[src/rtl/irq_controller.sv]
// -----------------------------------------------------------------------------
// irq_controller
//
// Priority interrupt controller between peripheral request lines and the
// RISC-V core's interrupt entry. Rising edges on the request lines are latched
// into a pending register and masked with the core's mie CSR (bit 16+k enables
// line k). The lowest-numbered eligible line wins. It is presented to the core
// with its mcause value, and the controller then sequences the take-interrupt
// and mret handshake. A one-cycle one-hot acknowledge goes back to the serviced
// peripheral.
//
// Ports:
//   clk_i      core clock, rising-edge active
//   rst_i      synchronous active-high reset
//   irq_i      peripheral request lines (level, a 0->1 transition is an event)
//   mie_i      core mie CSR; bits [16 +: N_IRQ] enable the request lines
//   int_rst_i  one-cycle pulse: the core has taken the presented interrupt
//   mret_i     one-cycle pulse: the handler has executed mret
//   int_o      interrupt request to the core
//   mcause_o   cause of the presented / serviced interrupt
//   irq_ack_o  one-hot, one-cycle acknowledge to the serviced peripheral
//   pending_o  raw pending register, for visibility
//
// All outputs are registered. No combinational path runs from input to output.
// -----------------------------------------------------------------------------
module irq_controller #(
  parameter int N_IRQ = 16
) (
  input  logic              clk_i,
  input  logic              rst_i,
  input  logic [N_IRQ-1:0]  irq_i,
  input  logic [31:0]       mie_i,
  input  logic              int_rst_i,
  input  logic              mret_i,
  output logic              int_o,
  output logic [31:0]       mcause_o,
  output logic [N_IRQ-1:0]  irq_ack_o,
  output logic [N_IRQ-1:0]  pending_o
);

  // Machine external-style interrupt cause: interrupt flag plus 16 + line.
  localparam logic [31:0] CAUSE_BASE = 32'h8000_0010;

  typedef enum logic [1:0] {
    ST_IDLE    = 2'd0,
    ST_REQ     = 2'd1,
    ST_SERVICE = 2'd2
  } state_t;

  // ---------------------------------------------------------------------------
  // Helpers
  // ---------------------------------------------------------------------------

  // Index of the lowest set bit; 0 when the vector is empty (callers only
  // use the result when the vector is non-zero).
  function automatic logic [3:0] lowest_set(input logic [N_IRQ-1:0] vec);
    logic [3:0] res;
    res = 4'd0;
    for (int i = N_IRQ - 1; i >= 0; i--) begin
      res = vec[i] ? 4'(i) : res;
    end
    return res;
  endfunction

  // One-hot decode of a line index into an N_IRQ-wide vector.
  function automatic logic [N_IRQ-1:0] one_hot(input logic [3:0] idx);
    logic [N_IRQ-1:0] res;
    res = '0;
    for (int i = 0; i < N_IRQ; i++) begin
      res[i] = (4'(i) == idx);
    end
    return res;
  endfunction

  // ---------------------------------------------------------------------------
  // State
  // ---------------------------------------------------------------------------
  state_t             state_r;
  state_t             state_n_s;
  logic [N_IRQ-1:0]   irq_q_r;
  logic [N_IRQ-1:0]   pending_r;
  logic [N_IRQ-1:0]   pending_n_s;
  logic [3:0]         sel_r;
  logic [3:0]         sel_n_s;
  logic               int_r;
  logic               int_n_s;
  logic [31:0]        mcause_r;
  logic [31:0]        mcause_n_s;
  logic [N_IRQ-1:0]   ack_r;
  logic [N_IRQ-1:0]   ack_n_s;

  logic [N_IRQ-1:0]   edge_s;
  logic [N_IRQ-1:0]   mie_en_s;
  logic [N_IRQ-1:0]   elig_s;
  logic [N_IRQ-1:0]   sel_hot_s;
  logic               sel_enabled_s;
  logic               mie_unused_s;

  assign edge_s        = irq_i & ~irq_q_r;
  assign mie_en_s      = mie_i[16 +: N_IRQ];
  assign elig_s        = pending_r & mie_en_s;
  assign sel_hot_s     = one_hot(sel_r);
  assign sel_enabled_s = |(sel_hot_s & mie_en_s);

  // Only the line-enable bits of mie matter here. The rest are folded away.
  assign mie_unused_s  = ^mie_i;

  // Next-state, pending update and next registered outputs.
  always_comb begin
    state_n_s   = state_r;
    pending_n_s = pending_r | edge_s;
    sel_n_s     = sel_r;
    int_n_s     = int_r;
    mcause_n_s  = mcause_r;
    ack_n_s     = '0;

    case (state_r)
      ST_IDLE: begin
        if (|elig_s) begin
          // Winner and cause are captured here and stay frozen until the
          // next return to IDLE, so a later higher-priority edge cannot preempt.
          state_n_s  = ST_REQ;
          sel_n_s    = lowest_set(elig_s);
          mcause_n_s = CAUSE_BASE + {28'd0, lowest_set(elig_s)};
          int_n_s    = 1'b1;
        end else begin
          int_n_s    = 1'b0;
        end
      end

      ST_REQ: begin
        if (int_rst_i) begin
          // The take-interrupt pulse beats a simultaneous mask drop. A fresh edge
          // on the same line in this cycle re-sets the bit (set wins over clear).
          state_n_s   = ST_SERVICE;
          int_n_s     = 1'b0;
          ack_n_s     = sel_hot_s;
          pending_n_s = (pending_r & ~sel_hot_s) | edge_s;
        end else if (!sel_enabled_s) begin
          // Line masked while waiting: withdraw, pending bit stays set.
          state_n_s   = ST_IDLE;
          int_n_s     = 1'b0;
        end else begin
          int_n_s     = 1'b1;
        end
      end

      ST_SERVICE: begin
        int_n_s = 1'b0;
        if (mret_i) begin
          state_n_s = ST_IDLE;
        end else begin
          state_n_s = ST_SERVICE;
        end
      end

      default: begin
        state_n_s = ST_IDLE;
        int_n_s   = 1'b0;
      end
    endcase
  end

  // State, pending and output registers with synchronous reset.
  always_ff @(posedge clk_i) begin
    if (rst_i) begin
      state_r   <= ST_IDLE;
      irq_q_r   <= '0;
      pending_r <= '0;
      sel_r     <= 4'd0;
      int_r     <= 1'b0;
      mcause_r  <= 32'd0;
      ack_r     <= '0;
    end else begin
      state_r   <= state_n_s;
      irq_q_r   <= irq_i;
      pending_r <= pending_n_s;
      sel_r     <= sel_n_s;
      int_r     <= int_n_s;
      mcause_r  <= mcause_n_s;
      ack_r     <= ack_n_s;
    end
  end

  assign int_o     = int_r;
  assign mcause_o  = mcause_r;
  assign irq_ack_o = ack_r;
  assign pending_o = pending_r;

endmodule

[config.mk]
export PLATFORM = sky130hd
export DESIGN_NAME = irq_controller
export DESIGN_NICKNAME = d
export VERILOG_FILES = /design/src/rtl/irq_controller.sv
export SDC_FILE = /design/constraint.sdc
export NUM_CORES = 1
export LEC_CHECK = 0
export ABC_AREA = 1
export BUFFER_PORTS_ARGS = -buffer_cell sky130_fd_sc_hd__buf_2
export CAP_MARGIN = 30
export CORE_MARGIN = 2
export CORE_UTILIZATION = 30
export CTS_CLUSTER_SIZE = 24
export DETAILED_ROUTE_END_ITERATION = 12
export HOLD_SLACK_MARGIN = 0.03
export PLACE_DENSITY_LB_ADDON = 0.05
export RECOVER_POWER = 100
export REMOVE_ABC_BUFFERS = 1
export SLEW_MARGIN = 30
export SYNTH_ARGS = -nofsm -noshare
export SYNTH_HDL_FRONTEND = slang
export SYNTH_SLANG_ARGS = --single-unit
export TNS_END_PERCENT = 20
[constraint.sdc]
create_clock -name clk_i -period 2.4 [get_ports clk_i]
set_input_delay 0.24 -clock clk_i [delete_from_list [all_inputs] [get_ports clk_i]]
set_output_delay 0.24 -clock clk_i [all_outputs]
set_load 0.005 [all_outputs]
Word-level counts from Yosys, hierarchy flattened

Cells that the tools add are included.

Add/sub/neg operators: 1
Eq/ne operators: 19
Muxes and demuxes: 27
Bitwise logic cells: 10
Reductions and logical operators: 7

Operator list:

| operator                                                        | count |
|---|---|
| 16-bit AND                                                      | 4 |
| 4-bit two-way mux                                               | 16 |
| 32-bit by 4-bit adder with 32-bit output, first input constant  | 1 |
| 4-bit == test, first input constant                             | 8 |
| 16-bit two-way mux                                              | 2 |
| 16-bit inverter                                                 | 2 |
| 16-bit bitwise OR                                               | 2 |
| 16-bit OR reduction                                             | 2 |
| 3-bit by 4-bit == test with 1-bit output, first input constant  | 4 |
| 2-bit by 4-bit == test with 1-bit output, first input constant  | 2 |
| 2-bit two-way mux                                               | 4 |
| 2-bit case mux with 3 select lines                              | 1 |
| 1-bit by 4-bit == test with 1-bit output, first input constant  | 1 |
| 4-bit zero test                                                 | 1 |
| 2-bit AND reduction                                             | 2 |
| 1-bit two-way mux                                               | 3 |
| 3-bit != test, second input constant                            | 1 |
| 3-bit OR reduction                                              | 1 |
| 2-bit by 1-bit == test with 1-bit output, second input constant | 1 |
| 2-bit == test, second input constant                            | 1 |
| 2-bit zero test                                                 | 1 |
| 2-bit != test, second input constant                            | 1 |
| 1-bit inverter                                                  | 2 |
| 1-bit case mux with 2 select lines                              | 1 |

Register bits after elaboration: 87
Logic and storage cells: 71

Depth between registers and ports, before layout

Gate-level depths: netlist (run 1).

Depth in word-level cells: 18
Mapped depth: 18

Least setup slack after synthesis (run 1)

Ideal clock, no wire load.

Path type: reg-to-reg
From: register pending_r[14] (netlist: pending_o[14])
To: register sel_r[0]
Library setup time: 132 ps
Arrival time: 1197 ps
Slack: 1071 ps
Cell stages (with the launch flop): 9
Period minus slack after synthesis: 1329 ps
Cells stage by stage: dfxtp_1 -> nand2_2 -> nand2_2 -> o41ai_4 -> nand2_4 -> clkinv_4 -> a21oi_1 -> nand2_1 -> a21oi_2

Cells in the longest elaborated chain, start to end: 16
Elaborated cells on any way between the ends: 18
Those cells by class: 15 x mux; 1 x bitwise; 2 x reduce/logical

RTL lines:

| item                            | RTL line | RTL |
|---|---|---|
| start: declaration              | 81       | `logic [N_IRQ-1:0] pending_r;` |
| start signal: assignment        | 177      | `pending_r <= pending_n_s;` |
| 16-bit AND (*)                  | 101      | `assign elig_s = pending_r & mie_en_s;` |
| 4-bit two-way mux (15 in a row) | 60       | `res = vec[i] ? 4'(i) : res;` |
| end signal: assignment          | 178      | `sel_r <= sel_n_s;` |
| end: declaration                | 83       | `logic [3:0] sel_r;` |

Mark *: on every way between the ends. The rest lies on a longest branch, timed or not.
A chain may end at the register's enable or synchronous reset.

Worst setup path in the final report (run 1)

From: register pending_r[13] (netlist: pending_o[13])
To: register sel_r[0]

Cells in the longest elaborated chain, start to end: 15
Elaborated cells on any way between the ends: 17
Those cells by class: 14 x mux; 1 x bitwise; 2 x reduce/logical

RTL lines:

| item                            | RTL line |
|---|---|
| 16-bit AND (*)                  | 101 |
| 4-bit two-way mux (14 in a row) | 60 |

Marks and branches as above.

==> results of run 1 <==
## final timing paths
path	to	slack (ns)	cells after the start
setup / recovery	sel_r[0]	0.53	8
hold / removal	irq_q_r[9]	0.14	3
setup reg to reg	sel_r[0]	0.53	8
hold reg to reg	pending_o[1]	0.42	1
## cell families (layout without fill, tap and decap cells)
logic type / count (synthesis) / in the layout / synth area share [%]
flops: 56 / 56 / 45.6
other cells: 1 / 26 / 0.153
simple gates: 146 / 146 / 24.9
compound gates: 45 / 45 / 12.3
buf+inv: 82 / 130 / 17.0
## flip-flops by register name, summed over array words and instances (netlist names)
name	count
irq_ack_o	16
irq_q_r	16
mcause_o	2
sel_r	3
int_o	1
state_r	2
pending_o	16
## layout by cell type, fill, tap and decap left out, types with 2 or more instances in the layout
cell       n
a21oi_1    6
a221oi_1   2
buf_2     57
clkbuf_1  17
clkbuf_8   6
clkinv_2   4
conb_1    26
dfxtp_1   56
inv_1     38
inv_2      5
nand2_1   66
nand2_2    5
nand3_1    6
nand4_1    4
nor2_1    53
nor2_2     8
nor3_1     2
o21ai_0   12
o22ai_1   12
o31ai_1    6
## through the flow
| step | worst slack [ns] | total power (uW) | hold WS [ns] |
|---|---|---|---|
| after global placement | 0.820 | 1550 | 0.403 |
| after detailed placement | 0.805 | 1550 | 0.407 |
| after global routing | 0.347 | 2170 | 0.130 |
| final | 0.534 | 2020 | 0.143 |
| after CTS | 0.784 | 2090 | 0.129 |
| after floorplan | 1.09 | 1350 | 0.302 |
## cells in the mapped netlist
master	n	area share (%)
nand2_1	66	10
dfxtp_1	56	46
nor2_1	53	8.1
inv_1	38	5.8
buf_4	27	8.3
o22ai_1	12	3.1
o21ai_0	10	2.0
clkbuf_1	9	1.4
nor2_2	8	2.0
nand3_1	6	1.2
o31ai_1	6	1.8
a21oi_1	5	1.0
inv_2	5	0.76
nand2_2	5	1.3
nand4_1	4	1.0
o21ai_1	3	0.61
a21oi_2	2	0.71
a221oi_1	2	0.71
clkinv_2	2	0.41
nor3_1	2	0.41
a22o_1	1	0.36
a31oi_1	1	0.25
clkinv_4	1	0.36
conb_1	1	0.15
nand2_4	1	0.46
nor3b_1	1	0.31
o21a_1	1	0.31
o21bai_1	1	0.31
o41ai_4	1	1.1
## per-layer routing
metal | GRT usage [%] | up-vias
li1 | - | 1121
met2 | 24.6 | 59
met4 | 3.99 | 0
met3 | 4.07 | 5
met1 | 19.4 | 955
met5 | 0 | -
## power by group
| group | switching (uW) | internal, uW |
|---|---|---|
| Sequential | 56.4 | 998 |
| Clock | 295 | 231 |
| Combinational | 285 | 155 |
## cell type report
| cell class | count | share of cell area, % |
|---|---|---|
| repair buffers | 76 | 12.5 |
| well taps | 105 | 4.58 |
| inverters | 46 | 6.14 |
| clock inverters | 2 | 0.349 |
| multi-input cells | 217 | 34.5 |
| flip-flops and latches | 56 | 39.0 |
| clock buffers | 6 | 2.88 |
## worst min-delay path: cells and delay by family
| family | cells | cell delay, ns |
|---|---|---|
| buffers and inverters | 2 | 0.14 |
| and+or+nand+nor | 1 | 0.03 |
==> metrics.md, run 1 <==
| Metric | Value |
|---|---|
| Status | `complete, but fails checks` |
| Failing checks | `capacitance limit, slew limit` |
| Critical path data arrival time | `1.98 ns` |
| Area growth from synthesis to layout | `16.9%` |
| TritonCTS Buffers | `5` |
| Antenna fix cells | `0` |
| Cells after Synth | `330` |
| Bufs and invs on worst path | `1` |
| Placer Congestion | `0.840` |
| Final Non-Filler Cells | `508` |
| Setup CP Type | `flip-flop to flip-flop` |
| Clock Sinks | `56` |
| Vias in the first global route | `2020` |
| Seq/Total Area, Yosys | `45.6%` |
| Cts repair resizes | `0` |
| CP top delay family | `compound AO/OA/AOI/OAI gates` |
| Tightest Pin Transition | `1.81 ns` |
| Post-Route WL | `6.40 mm` |
| Worst path slowest cell | `o41ai_1` |
| CTS Buffer Depth | `2` |
| Layout fillers | `933` |
| Unrepaired setup endpoints after global routing | `false` |
| Crit-path max cell delay | `0.61 ns` |
| Setup violations, final | `0` |
| Final nets | `454` |
| Worst Path Max Fanout | `5` |
| GRT Overall Usage | `14.9%` |
| Flops & latches, synth | `56` |
| Post-DRT Antenna Nets | `0` |
| Cell Pwr Density | `704 nW/um^2` |
| FF+latch area | `1120 sq um` |
| Startpoint type of the worst setup path | `flip-flop` |
| Starting Density | `30.3%` |
| Mapped Avg Cell Area | `7.44 sq um` |
| Slew headroom | `-20.8%` |
| DR WL met3 | `369 microns` |
| Residual DRC | `0` |
| DR iter-0 viols | `68` |
| First-pass GRT wire length | `10.1 mm` |
| Root Driver | `clkbuf_8` |
| Core Util, Final | `35.5%` |
| Ys Warns | `0` |
| Multi-input gate area | `990 sq um` |
| Fin. max-slew vios | `42` |
| Peak Freq | `0.536 GHz` |
| DR WL/cell | `12.6 microns` |
| IO buf count | `74` |
| Post-CTS Hold Fix Bufs | `0` |
| Placement Cell Area | `2830 sq um` |
| Final setup TNS | `0 ns` |
| Die ar. | `8930 sq um` |
| Worst Skew | `0.00397 ns` |
| Max Cap Viol | `1` |
| Worst Path Required | `2.51 ns` |
| GR Overflow Total | `0` |
| HP Start | `irq_i[9]` |
| Worst Hold Class | `primary input to flip-flop` |
| Design area | `2870 sq um` |
| Peak supply drop | `0.000245 V` |
| Antenna violations before repair | `0` |
| CTS tree | `yes` |
| Final Cycle Share | `77.7%` |
| Core area | `8090 sq um` |
| Router iterations before antenna repair | `4` |
| Leakage power | `0.00140 uW` |
| Worst-Skew Late Latency | `0.30 ns` |
| Fin crit period | `1.87 ns` |
| # IOs | `117` |
| Row count | `33` |
| Max layer used | `met4` |
| Die W | `94.5 microns` |
| Distinct cell type count after synthesis | `29` |
| Htree depth | `2` |
| RR Startpoint | `pending_o[13]` |
| Cells along the critical path | `nand2_2 -> nand2_2 -> o41ai_1 -> nand2_4 -> clkinvlp_2 -> a21oi_1 -> nand2_1 -> a21oi_1` |
| Drt via density | `4.21` |
| Crit path launch | `pending_o[13]` |
| Met2 Wirelength | `2.95 mm` |
| Pin count of the biggest net entering global routing | `42` |
| Met1 WL | `3.00 mm` |
| Via count | `2140` |
| Post-DP HPWL | `4.88 mm` |
| Worst-path clk slew | `0.10 ns` |
| Final hold violation count | `0` |
| Placed cell count | `500` |
| Worst Setup End Kind | `flip-flop` |
| DIE HEIGHT | `94.5 microns` |
| Synthesized cell area | `2460 sq um` |
| Layout cell share with drive strength beyond 1 | `22.1%` |
| Setup bufs post-CTS | `0` |
Note: power is estimated with default switching activity, not from simulation.
==> run 2, diff against run 1 <==
--- a/config.mk
+++ b/config.mk
@@ -5,7 +5,7 @@
 export SDC_FILE = /design/constraint.sdc
 export NUM_CORES = 1
 export LEC_CHECK = 0
-export ABC_AREA = 1
+export ABC_AREA = 0
 export BUFFER_PORTS_ARGS = -buffer_cell sky130_fd_sc_hd__buf_2
 export CAP_MARGIN = 30
 export CORE_MARGIN = 2
==> constraint.sdc (replaced) <==
create_clock -name clk_i -period 1.8 [get_ports clk_i]
set_input_delay 0.18 -clock clk_i [delete_from_list [all_inputs] [get_ports clk_i]]
set_output_delay 0.18 -clock clk_i [all_outputs]
set_load 0.005 [all_outputs]
==> run 2 against run 1 <==
Critical endpoint is now int_o. Synthesized cell count down 18%. The run now ends clean. Power increased by 52%. Clock skew up 0.0048 ns. Critical path depth is 3 lower. Sequential power up 37%. Synthesized area down 1.2%. Utilization increased by 2.8 points. Cell area rose by 3.7%. First-iteration DRC count is 28% higher.
==> metrics.md, run 2 <==
| Metric | Value |
|---|---|
| Status | `complete, no violations` |
| Final nets | `410 (-9.7%)` |
| Peak Freq | `0.607 GHz (+13%)` |
| Fin. max-slew vios | `0 (-100%)` |
| CTS Buffer Depth | `2 (unchanged)` |
| Commonest non-fill, non-tap cell in the layout | `buf_2` |
| First-pass GRT wire length | `10.8 mm (+6.8%)` |
| Reg2reg setup slack | `0.15 ns (-0.38 ns)` |
| Die ar. | `8830 sq um (-1.1%)` |
| TritonCTS Buffers | `5 (unchanged)` |
| Pint | `2110 uW (+52%)` |
| Net Sw Frac | `31.3% (-0.24 points)` |
| Largest cells by area after synthesis | `dfxtp_1, buf_4, nor2b_1, a21oi_1, nand2b_1` |
| Area leader, netlist | `dfxtp_1` |
| Layout cell share with drive strength beyond 1 | `22.8% (+0.76 points)` |
| HP Start | `irq_i[12]` |
| Worst Skew | `0.00880 ns (+0.00482 ns)` |
| GRT Overall Usage | `16.3% (+1.3 points)` |
| Synthesized cell area | `2430 sq um (-1.2%)` |
| DR iter-0 viols | `87 (+28%)` |
| Post-DP HPWL | `5.33 mm (+9.2%)` |
| Drt via density | `4.65 (+10%)` |
| Switch Pwr | `958 uW (+51%)` |
| DIE HEIGHT | `94.0 microns (-0.56%)` |
| Unrepaired setup endpoints after global routing | `false` |
| Slew headroom | `30.2% (+51 points)` |
| Critical path data arrival time | `1.82 ns (-0.16 ns)` |
| Startpoint type of the worst setup path | `flip-flop` |
| Mapped Avg Cell Area | `8.96 sq um (+20%)` |
| Placer Congestion | `0.745 (-11%)` |
| Logic pwr share | `24.2% (+2.4 points)` |
| Antenna violations before repair | `0 (unchanged)` |
| Synth top area share | `46.2% (+0.54 points)` |
| Worst-path clk slew | `0.11 ns (about the same)` |
| Worst-Skew Late Latency | `0.31 ns (about the same)` |
| Tightest Pin Transition | `1.05 ns (-0.765 ns)` |
| Final hold violation count | `0 (unchanged)` |
| Fin crit period | `1.65 ns (-0.217 ns)` |
| RR Startpoint | `sel_r[2]` |
| Final setup TNS | `0 ns (unchanged)` |
| Via count | `2145 (+0.23%)` |
| Antenna fix cells | `0 (unchanged)` |
| Synth async-reset ratio | `0% (unchanged)` |
| Ys Warns | `0 (unchanged)` |
| Crit-path most repeated cell | `a311oi_1` |
| Post-CTS Hold Fix Bufs | `0 (unchanged)` |
| Post-synth top flop | `dfxtp_1` |
| Pin count of the biggest net entering global routing | `24 (-43%)` |
| Residual DRC | `0 (unchanged)` |
| Router iterations before antenna repair | `4 (unchanged)` |
| Die W | `94.0 microns (-0.56%)` |
| Worst Setup End Kind | `flip-flop` |
| Max Cap Viol | `0 (-1)` |
| Htree depth | `2 (unchanged)` |
| Worst Setup Slack, final | `0.151 ns (-0.383 ns)` |
| Worst Hold Class | `primary input to flip-flop` |
| Starting Density | `31.2% (+0.90 points)` |
| Distinct cell type count after synthesis | `40 (+38%)` |
| Root Driver | `clkbuf_8` |
| Area growth from synthesis to layout | `22.6%` |
| CTS tree | `yes` |
| Cells along the critical path | `nor2_1 -> a21oi_1 -> o22ai_1 -> a311oi_1 -> a311oi_1` |
| Cts repair resizes | `0 (unchanged)` |
| Flop pwr share | `47.1% (-5.1 points)` |
| Seq/Total Area, Yosys | `46.2% (+0.54 points)` |
| DR WL/cell | `15.1 microns (+20%)` |
| Vias in the first global route | `2038 (+0.89%)` |
| IO buf count | `74 (unchanged)` |
| Final Cycle Share | `91.6% (+14 points)` |
| Row count | `32 (-3.0%)` |
| Final hold slack | `0.0861 ns (-0.0564 ns)` |
| Clock Sinks | `56 (unchanged)` |
| Setup WS pre-CTS | `0.151 ns (-0.653 ns)` |
| Core area | `7770 sq um (-4.0%)` |
| GR Overflow Total | `0 (unchanged)` |
| Crit-path max cell delay | `0.64 ns (+0.03 ns)` |
| Synth top cells by count | `dfxtp_1, buf_4, a21oi_1` |
| Number of synthesized flops with an enable pin | `0 (unchanged)` |
| Worst Path Required | `1.97 ns (-0.54 ns)` |
| # IOs | `117 (unchanged)` |
| Final Non-Filler Cells | `461 (-9.3%)` |
| Setup bufs post-CTS | `0 (unchanged)` |
| Leakage power | `0.00127 uW (-9.5%)` |
| Crit path launch | `sel_r[2]` |
| Peak supply drop | `0.000365 V (+49%)` |
| Flops & latches, synth | `56 (unchanged)` |
| Setup violations, final | `0 (unchanged)` |
| Post-DRT Antenna Nets | `0 (unchanged)` |
| Clock Power Share | `28.7% (+2.7 points)` |
| Post-Route WL | `6.94 mm (+8.5%)` |
| Count leader, synth | `dfxtp_1` |
| Placed cell count | `453 (-9.4%)` |
| Cell Pwr Density | `1030 nW/um^2 (+46%)` |
| Setup CP Type | `flip-flop to flip-flop` |
| Commonest non-fill, non-tap cells in the layout | `buf_2, dfxtp_1, conb_1` |
| Worst path slowest cell | `dfxtp_1` |
| Cells after Synth | `271 (-18%)` |
| Worst Path Max Fanout | `15 (+10)` |
## run 2: changes by cell type after synthesis, sizes merged, moves of 5 or more
cell	previous run	this run
nand3b	0	5
nand2b	0	17
o22ai	12	1
nor2b	0	18
o21ai	13	21
o31ai	6	1
a21oi	7	22
nand2	72	20
inv	43	1
a22oi	0	9
nor2	61	22
## run 2: per-stage QoR
step                      cell area [sq um]  power (uW)  utilization, %
after global placement                 2910        2240            37.5
after floorplan                        2270        1870               -
after global routing                   2980        3240            38.3
after CTS                              3040        3120            39.1
after detailed placement               2910        2240            37.5
final                                  2980        3070            38.3
## run 2: cell type report
cell class | count | area, sq um
fill | 857 | 4790
multi-input combinational | 201 | 1150
sequential | 56 | 1120
timing repair buffer | 93 | 454
tap | 102 | 128
clock buffer | 6 | 82.6
clock inverter | 2 | 38.8
inverter | 1 | 3.75
## run 2: worst max-delay path, delay by kind of cell, from the launching register on
kind | cells | cell delay (ns)
compound gates | 4 | 0.75
flops | 1 | 0.64
simple gates | 1 | 0.13
## run 2: power by group through the flow
stage	registers (uW)	clock network [uW]	logic [uW]
floorplan	1470	0	403
global placement	1470	0	770
detailed placement	1470	0	770
CTS	1440	905	776
global route	1460	943	841
finish	1440	880	743
## run 2: logic make-up (layout without fill, tap and decap cells)
logic type      count (synthesis)  after routing  share of synthesized area (%)
other cells                     1             26                          0.154
buf+inv                        39            102                           10.4
flops                          56             56                           46.2
mux                             2              2                          0.825
compound gates                 76             76                           21.3
simple gates                   97             97                           21.2
## run 2: final timing paths
| check | to | cells after the start |
|---|---|---|
| max | int_o | 5 |
| min | irq_q_r[12] | 2 |
| max reg2reg | int_o | 5 |
| min reg2reg | pending_o[6] | 2 |
## run 2: routing by layer
metal	wire, microns	vias to the layer above	track usage (%)	part of all wire [%]
li1	-	1077	-	-
met1	3160	982	21.0	46
met2	3340	84	28.0	48
met3	402	2	3.29	5.8
met4	31	0	3.50	0.45
met5	0	-	0	0
